--- config.mk ---
export PLATFORM = sky130hd
export DESIGN_NAME = inst_fetch
export DESIGN_NICKNAME = d
export VERILOG_FILES = /design/src/rtl/rv_pkg.sv /design/src/rtl/fetch_skid_buf.sv /design/src/rtl/inst_fetch.sv
export SDC_FILE = /design/constraint.sdc
export NUM_CORES = 1
export LEC_CHECK = 0
export CORE_MARGIN = 8
export CORE_UTILIZATION = 40
export DETAILED_ROUTE_END_ITERATION = 10
export GPL_TIMING_DRIVEN = 0
export PLACE_DENSITY = 0.65
export SLEW_MARGIN = 15
export SYNTH_ARGS = -nofsm -noshare
export SYNTH_HDL_FRONTEND = slang
export SYNTH_SLANG_ARGS = --single-unit
export TNS_END_PERCENT = 20
--- constraint.sdc ---
create_clock -name CLK -period 5.5 [get_ports CLK]
set_clock_uncertainty 0.2 [all_clocks]
set_input_delay 0.825 -clock CLK [delete_from_list [all_inputs] [get_ports CLK]]
set_output_delay 0.825 -clock CLK [all_outputs]
set_load 0.01 [all_outputs]
--- src/rtl/rv_pkg.sv ---
// Shared RV64I pipeline definitions: opcodes, bubble word, reset PC and
// fetch-stage FSM encoding.
package rv_pkg;

  localparam logic [6:0] OP_LUI    = 7'b0110111;
  localparam logic [6:0] OP_AUIPC  = 7'b0010111;
  localparam logic [6:0] OP_JAL    = 7'b1101111;
  localparam logic [6:0] OP_JALR   = 7'b1100111;
  localparam logic [6:0] OP_BRANCH = 7'b1100011;
  localparam logic [6:0] OP_LOAD   = 7'b0000011;
  localparam logic [6:0] OP_STORE  = 7'b0100011;
  localparam logic [6:0] OP_IMM    = 7'b0010011;
  localparam logic [6:0] OP_REG    = 7'b0110011;

  localparam logic [31:0] NOP_INST         = 32'h0000_0013;
  localparam logic [63:0] RESET_PC_DEFAULT = 64'h0000_0000_8000_0000;

  typedef enum logic [1:0] {
    FS_IDLE = 2'd0,
    FS_REQ  = 2'd1,
    FS_DROP = 2'd2
  } fetch_state_e;

  typedef struct packed {
    logic [63:0] pc;
    logic [31:0] inst;
  } fetch_word_t;

endpackage

--- src/rtl/fetch_skid_buf.sv ---
// One-entry {pc,inst} holding buffer for a word that returns while decode
// is stalled. Flush beats push beats pop.
module fetch_skid_buf
  import rv_pkg::*;
(
  input  logic        clk_i,
  input  logic        rst_ni,
  input  logic        push_i,
  input  logic        pop_i,
  input  logic        flush_i,
  input  fetch_word_t data_i,
  output logic        valid_o,
  output fetch_word_t data_o
);

  logic        valid_q;
  fetch_word_t data_q;

  always_ff @(posedge clk_i or negedge rst_ni) begin
    if (!rst_ni) begin
      valid_q <= 1'b0;
      data_q  <= '0;
    end else if (flush_i) begin
      valid_q <= 1'b0;
    end else if (push_i) begin
      valid_q <= 1'b1;
      data_q  <= data_i;
    end else if (pop_i) begin
      valid_q <= 1'b0;
    end
  end

  assign valid_o = valid_q;
  assign data_o  = data_q;

endmodule

--- src/rtl/inst_fetch.sv ---
// IF stage: owns the fetch PC, runs the imem handshake, resolves JAL locally
// and presents one registered instruction/PC pair per cycle to decode.
module inst_fetch #(
  parameter logic [63:0] RESET_PC = rv_pkg::RESET_PC_DEFAULT,
  parameter logic [31:0] NOP_INST = rv_pkg::NOP_INST
) (
  input  logic        CLK,
  input  logic        reset,
  output logic        imem_req,
  output logic [63:0] imem_addr,
  input  logic        imem_ready,
  input  logic [31:0] imem_rdata,
  input  logic        hold_i,
  input  logic        redirect_en,
  input  logic [63:0] redirect_pc,
  output logic [31:0] inst,
  output logic [63:0] pc_o,
  output logic        bubble_o
);
  import rv_pkg::*;

  fetch_state_e state_q, state_d;
  logic [63:0]  fetch_pc_q, fetch_pc_d;
  logic [31:0]  inst_q, inst_d;
  logic [63:0]  pc_q, pc_d;
  logic         bubble_q, bubble_d;

  logic         accept;
  logic         skid_valid, skid_push, skid_pop;
  fetch_word_t  skid_word, fetch_word;
  logic [63:0]  jal_imm, next_pc;

  // No new request while the skid holds a word, so it can never overflow.
  assign imem_req  = (state_q == FS_REQ) && !skid_valid;
  assign imem_addr = fetch_pc_q;
  assign accept    = imem_req && imem_ready;

  assign fetch_word.pc   = fetch_pc_q;
  assign fetch_word.inst = imem_rdata;

  assign jal_imm = {{43{imem_rdata[31]}}, imem_rdata[31], imem_rdata[19:12],
                    imem_rdata[20], imem_rdata[30:21], 1'b0};
  assign next_pc = (imem_rdata[6:0] == OP_JAL) ? fetch_pc_q + jal_imm
                                               : fetch_pc_q + 64'd4;

  assign skid_push = accept && hold_i && !redirect_en;
  assign skid_pop  = skid_valid && !hold_i && !redirect_en;

  fetch_skid_buf u_skid (
    .clk_i   (CLK),
    .rst_ni  (reset),
    .push_i  (skid_push),
    .pop_i   (skid_pop),
    .flush_i (redirect_en),
    .data_i  (fetch_word),
    .valid_o (skid_valid),
    .data_o  (skid_word)
  );

  always_comb begin
    state_d    = state_q;
    fetch_pc_d = fetch_pc_q;
    inst_d     = inst_q;
    pc_d       = pc_q;
    bubble_d   = bubble_q;

    if (accept) fetch_pc_d = next_pc;

    case (state_q)
      FS_IDLE: state_d = FS_REQ;
      FS_REQ:  state_d = FS_REQ;
      FS_DROP: if (imem_ready) state_d = FS_REQ;
      default: state_d = FS_IDLE;
    endcase

    if (redirect_en) begin
      fetch_pc_d = {redirect_pc[63:2], 2'b00};
      inst_d     = NOP_INST;
      bubble_d   = 1'b1;
      // A request the memory already owns must be drained before refetching.
      if (imem_req && !imem_ready) state_d = FS_DROP;
    end else if (!hold_i) begin
      if (skid_valid) begin
        pc_d     = skid_word.pc;
        inst_d   = skid_word.inst;
        bubble_d = 1'b0;
      end else if (accept) begin
        pc_d     = fetch_pc_q;
        inst_d   = imem_rdata;
        bubble_d = 1'b0;
      end else begin
        inst_d   = NOP_INST;
        bubble_d = 1'b1;
      end
    end
  end

  always_ff @(posedge CLK or negedge reset) begin
    if (!reset) begin
      state_q    <= FS_IDLE;
      fetch_pc_q <= RESET_PC;
      inst_q     <= NOP_INST;
      pc_q       <= '0;
      bubble_q   <= 1'b1;
    end else begin
      state_q    <= state_d;
      fetch_pc_q <= fetch_pc_d;
      inst_q     <= inst_d;
      pc_q       <= pc_d;
      bubble_q   <= bubble_d;
    end
  end

  assign inst     = inst_q;
  assign pc_o     = pc_q;
  assign bubble_o = bubble_q;

endmodule

==> metrics.cfg <==
[sta]
layout_min_cycle_time_ns=4.74
max_freq_ghz=0.211
rsz0062_at_grt=false
period_share=0.861
hold_ws_ns=-0.0190
hold_viol_final=5
relSlewSlack=0.202
finalMaxSlewViolations=0
worst_pin_slew_ns=1.19
setup_violations=0

[die]
core.rowCount=74
dieWidth_um=219
die_area_um2=48100
io_pins=263
coreArea_um2=40800
die_h_um=219
start_util=0.405

[pwr]
powerDensity_nw_per_um2=335
power.leakage_nw=8.58
peakVddDrop_uv=227

[place]
dpl.hpwl_um=49200
place.gp.congestion=0.954
placed_area_um2=19900
dp.cells=2667
place.port_buffers=257

[critical_path]
reg2reg_depth=12
critical_path.max_fanout=5
start_kind=input pin
criticalPathCategory=in -> reg
r2r-start=imem_addr[1]
rrSetupSlack_ns=1.06
regToRegEndpoint=imem_addr[63]
worstSetupEndpointType=register
worstPathArrival_ns=5.02
cp.required_ns=5.78

[synth]
synth-seq-cells=257
ys_top_cells_by_area=dfrtp_1 (38%), mux2_2 (6.5%), a21oi_1 (5.6%)
synthDistinctLibCells=89
synth_top_area_cell=dfrtp_1
async_reset_ff_frac=1.00
syn-cell-area_um2=16500
synthFlopType=dfrtp_1
yosysWarnings=0
synth_edf_count=0
synth_cells=1874
synth_top_area_frac=0.381
syn-mean-instance-area_um2=8.82
ys_seq_area_frac=0.389

[cts]
htreeDepth=1
cts_buffers=29
cts_hold_buf=0
clkLatencyLatePin_ns=0.59
cts_resized=0
cts_buffer_depth=3
root_buffer=clkbuf_16
post-cts-setup-buffers=0
cts_tree=done
clock_sinks=257
clkSlewWorstSetupHoldPaths_ns=0.07

[grt]
overflow=0
antenna_found_initial=2
grt_pass1_vias=15646
grt_pass1_wl_um=96300
grt_max_degree=107
global_route.usage.total=0.259

[final_layout]
fin_area_um2=20800
nNetsFinal=2331
layout-drive-gt1-share=0.0960
fill_cells=3871
fin_cells=2721
area_growth_pct=26.0

[route]
wl_per_cell_um=23.6
vias=16035
routed_wl_um=64300
ant_nets=0
detail_route.iter0.violations=1685
viasPerCell=5.89
drt-pass1-iter-count=7
drcViolationCount=0

[status]
violations=hold timing
status=finished, violations left

[run]
maxCapViolCount=0

[hold_path]
min_path_type=in -> async

==> cells in the final DEF (no fill, tap or decap), types with 6 or more instances in the layout <==
master and count:
buf_2 10, and3_1 23, ha_1 63, a22oi_1 36, and4_1 10, o21bai_1 11
inv_1 27, o22ai_1 26, or3_1 6, o211ai_1 8, a221o_1 6, a21oi_1 186
buf_4 8, a21o_1 40, nand4_1 35, dfrtp_1 252, o21ai_0 159, xor2_1 24
clkbuf_1 113, or2_2 6, clkbuf_16 29, a221oi_1 6, nor3_1 31, o31ai_1 10
o21a_1 10, nor2_1 176, a211oi_1 11, mux2_2 96, nand2_1 199, mux2i_1 67
xnor2_1 32, clkdlybuf4s50_1 255, buf_1 9, and2_1 8, a31oi_1 18, clkbuf_8 11
nand3_1 50, nand2b_1 8
==> cells in the mapped netlist, types with 32 or more instances <==
master and count:
a22oi_1 36, nor2_1 176, a21o_1 40, xnor2_1 32, o21ai_0 159, nand4_1 35, a21oi_1 186, mux2i_1 67
mux2_2 96, clkbuf_1 106, nand3_1 50, ha_1 63, dfrtp_1 252, nand2_1 199
==> kinds of logic (layout without fill, tap and decap cells) <==
| kind of cell | count (synthesis) | in the layout | share of synthesized area |
|---|---|---|---|
| compound gates | 583 | 583 | 0.219 |
| xor+xnor | 56 | 56 | 0.0297 |
| fa+ha+maj | 64 | 64 | 0.0489 |
| buf+inv | 168 | 480 | 0.0440 |
| flops | 257 | 257 | 0.389 |
| mux | 163 | 163 | 0.106 |
| other cells | 1 | 4 | 0.000227 |
| simple gates | 582 | 582 | 0.163 |
==> routing by layer <==
layer | track usage | routed length (um) | vias up
met3 | 0.0406 | 5100 | 121
met2 | 0.404 | 28500 | 721
met4 | 0.0914 | 2240 | 0
met1 | 0.359 | 28500 | 7794
met5 | 0 | 0 | -
li1 | - | - | 7399
==> area by class of cell <==
type / count / area [um2] / area share
Buffer: 140 / 623 / 0.0299
Clock inverter: 9 / 133 / 0.00636
Multi-Input combinational cell: 1450 / 9380 / 0.450
Inverter: 28 / 105 / 0.00504
Clock buffer: 43 / 848 / 0.0407
Antenna cell: 2 / 5.00 / 0.000240
Timing Repair Buffer: 260 / 2650 / 0.127
Tap cell: 532 / 666 / 0.0319
Sequential cell: 257 / 6440 / 0.309
==> how the worst max path moves through the flow <==
stage | endpoint | slack [ns] | start
final | imem_addr[63] | 0.76 | imem_rdata[21]
after global routing | imem_addr[63] | 0.56 | imem_rdata[21]
after CTS | imem_addr[63] | 0.84 | imem_rdata[21]
after detailed placement | imem_addr[63] | 0.25 | imem_rdata[21]
after global placement | inst[8] | -8.03 | reset
after floorplan | imem_addr[57] | 1.80 | imem_rdata[21]
==> critical path, stage by stage <==
cell	delay, ns
clkdlybuf4s50_1	0.55
ha_1	0.24
inv_1	0.07
fa_1	0.37
and2b_1	0.26
o2111ai_1	0.22
a211oi_1	0.43
and4bb_4	0.34
a211oi_1	0.46
o21ai_1	0.24
o311ai_2	0.51
xor2_1	0.16
o311ai_1	0.34
==> report_power, final <==
group	total [W]	switching (W)	internal, W
clock	0.00203	0.000833	0.00120
sequential	0.00271	0.000358	0.00235
combinational	0.00224	0.00116	0.00107
==> state kept, by name, indices dropped and copies added, names as in the netlist <==
name and cells:
pc_o 63, state_q 2, u_skid.data_o 95, u_skid.valid_o 1, bubble_o 1, inst 32
imem_addr 63
==> stage by stage <==
stage	worst slack, ns	utilization	hold slack, ns	TNS [ns]	power [W]
finish	0.765	0.510	-0.0190	0	0.00698
detailed placement	0.254	0.486	0.270	0	0.00496
global placement	-8.03	0.484	0.263	-2060.03	0.00491
CTS	0.839	0.510	0.0305	0	0.00701
global route	0.558	0.510	0.0461	0	0.00733
floorplan	1.80	-	0.249	0	0.00389
Note: power is estimated with default switching activity, not from simulation.
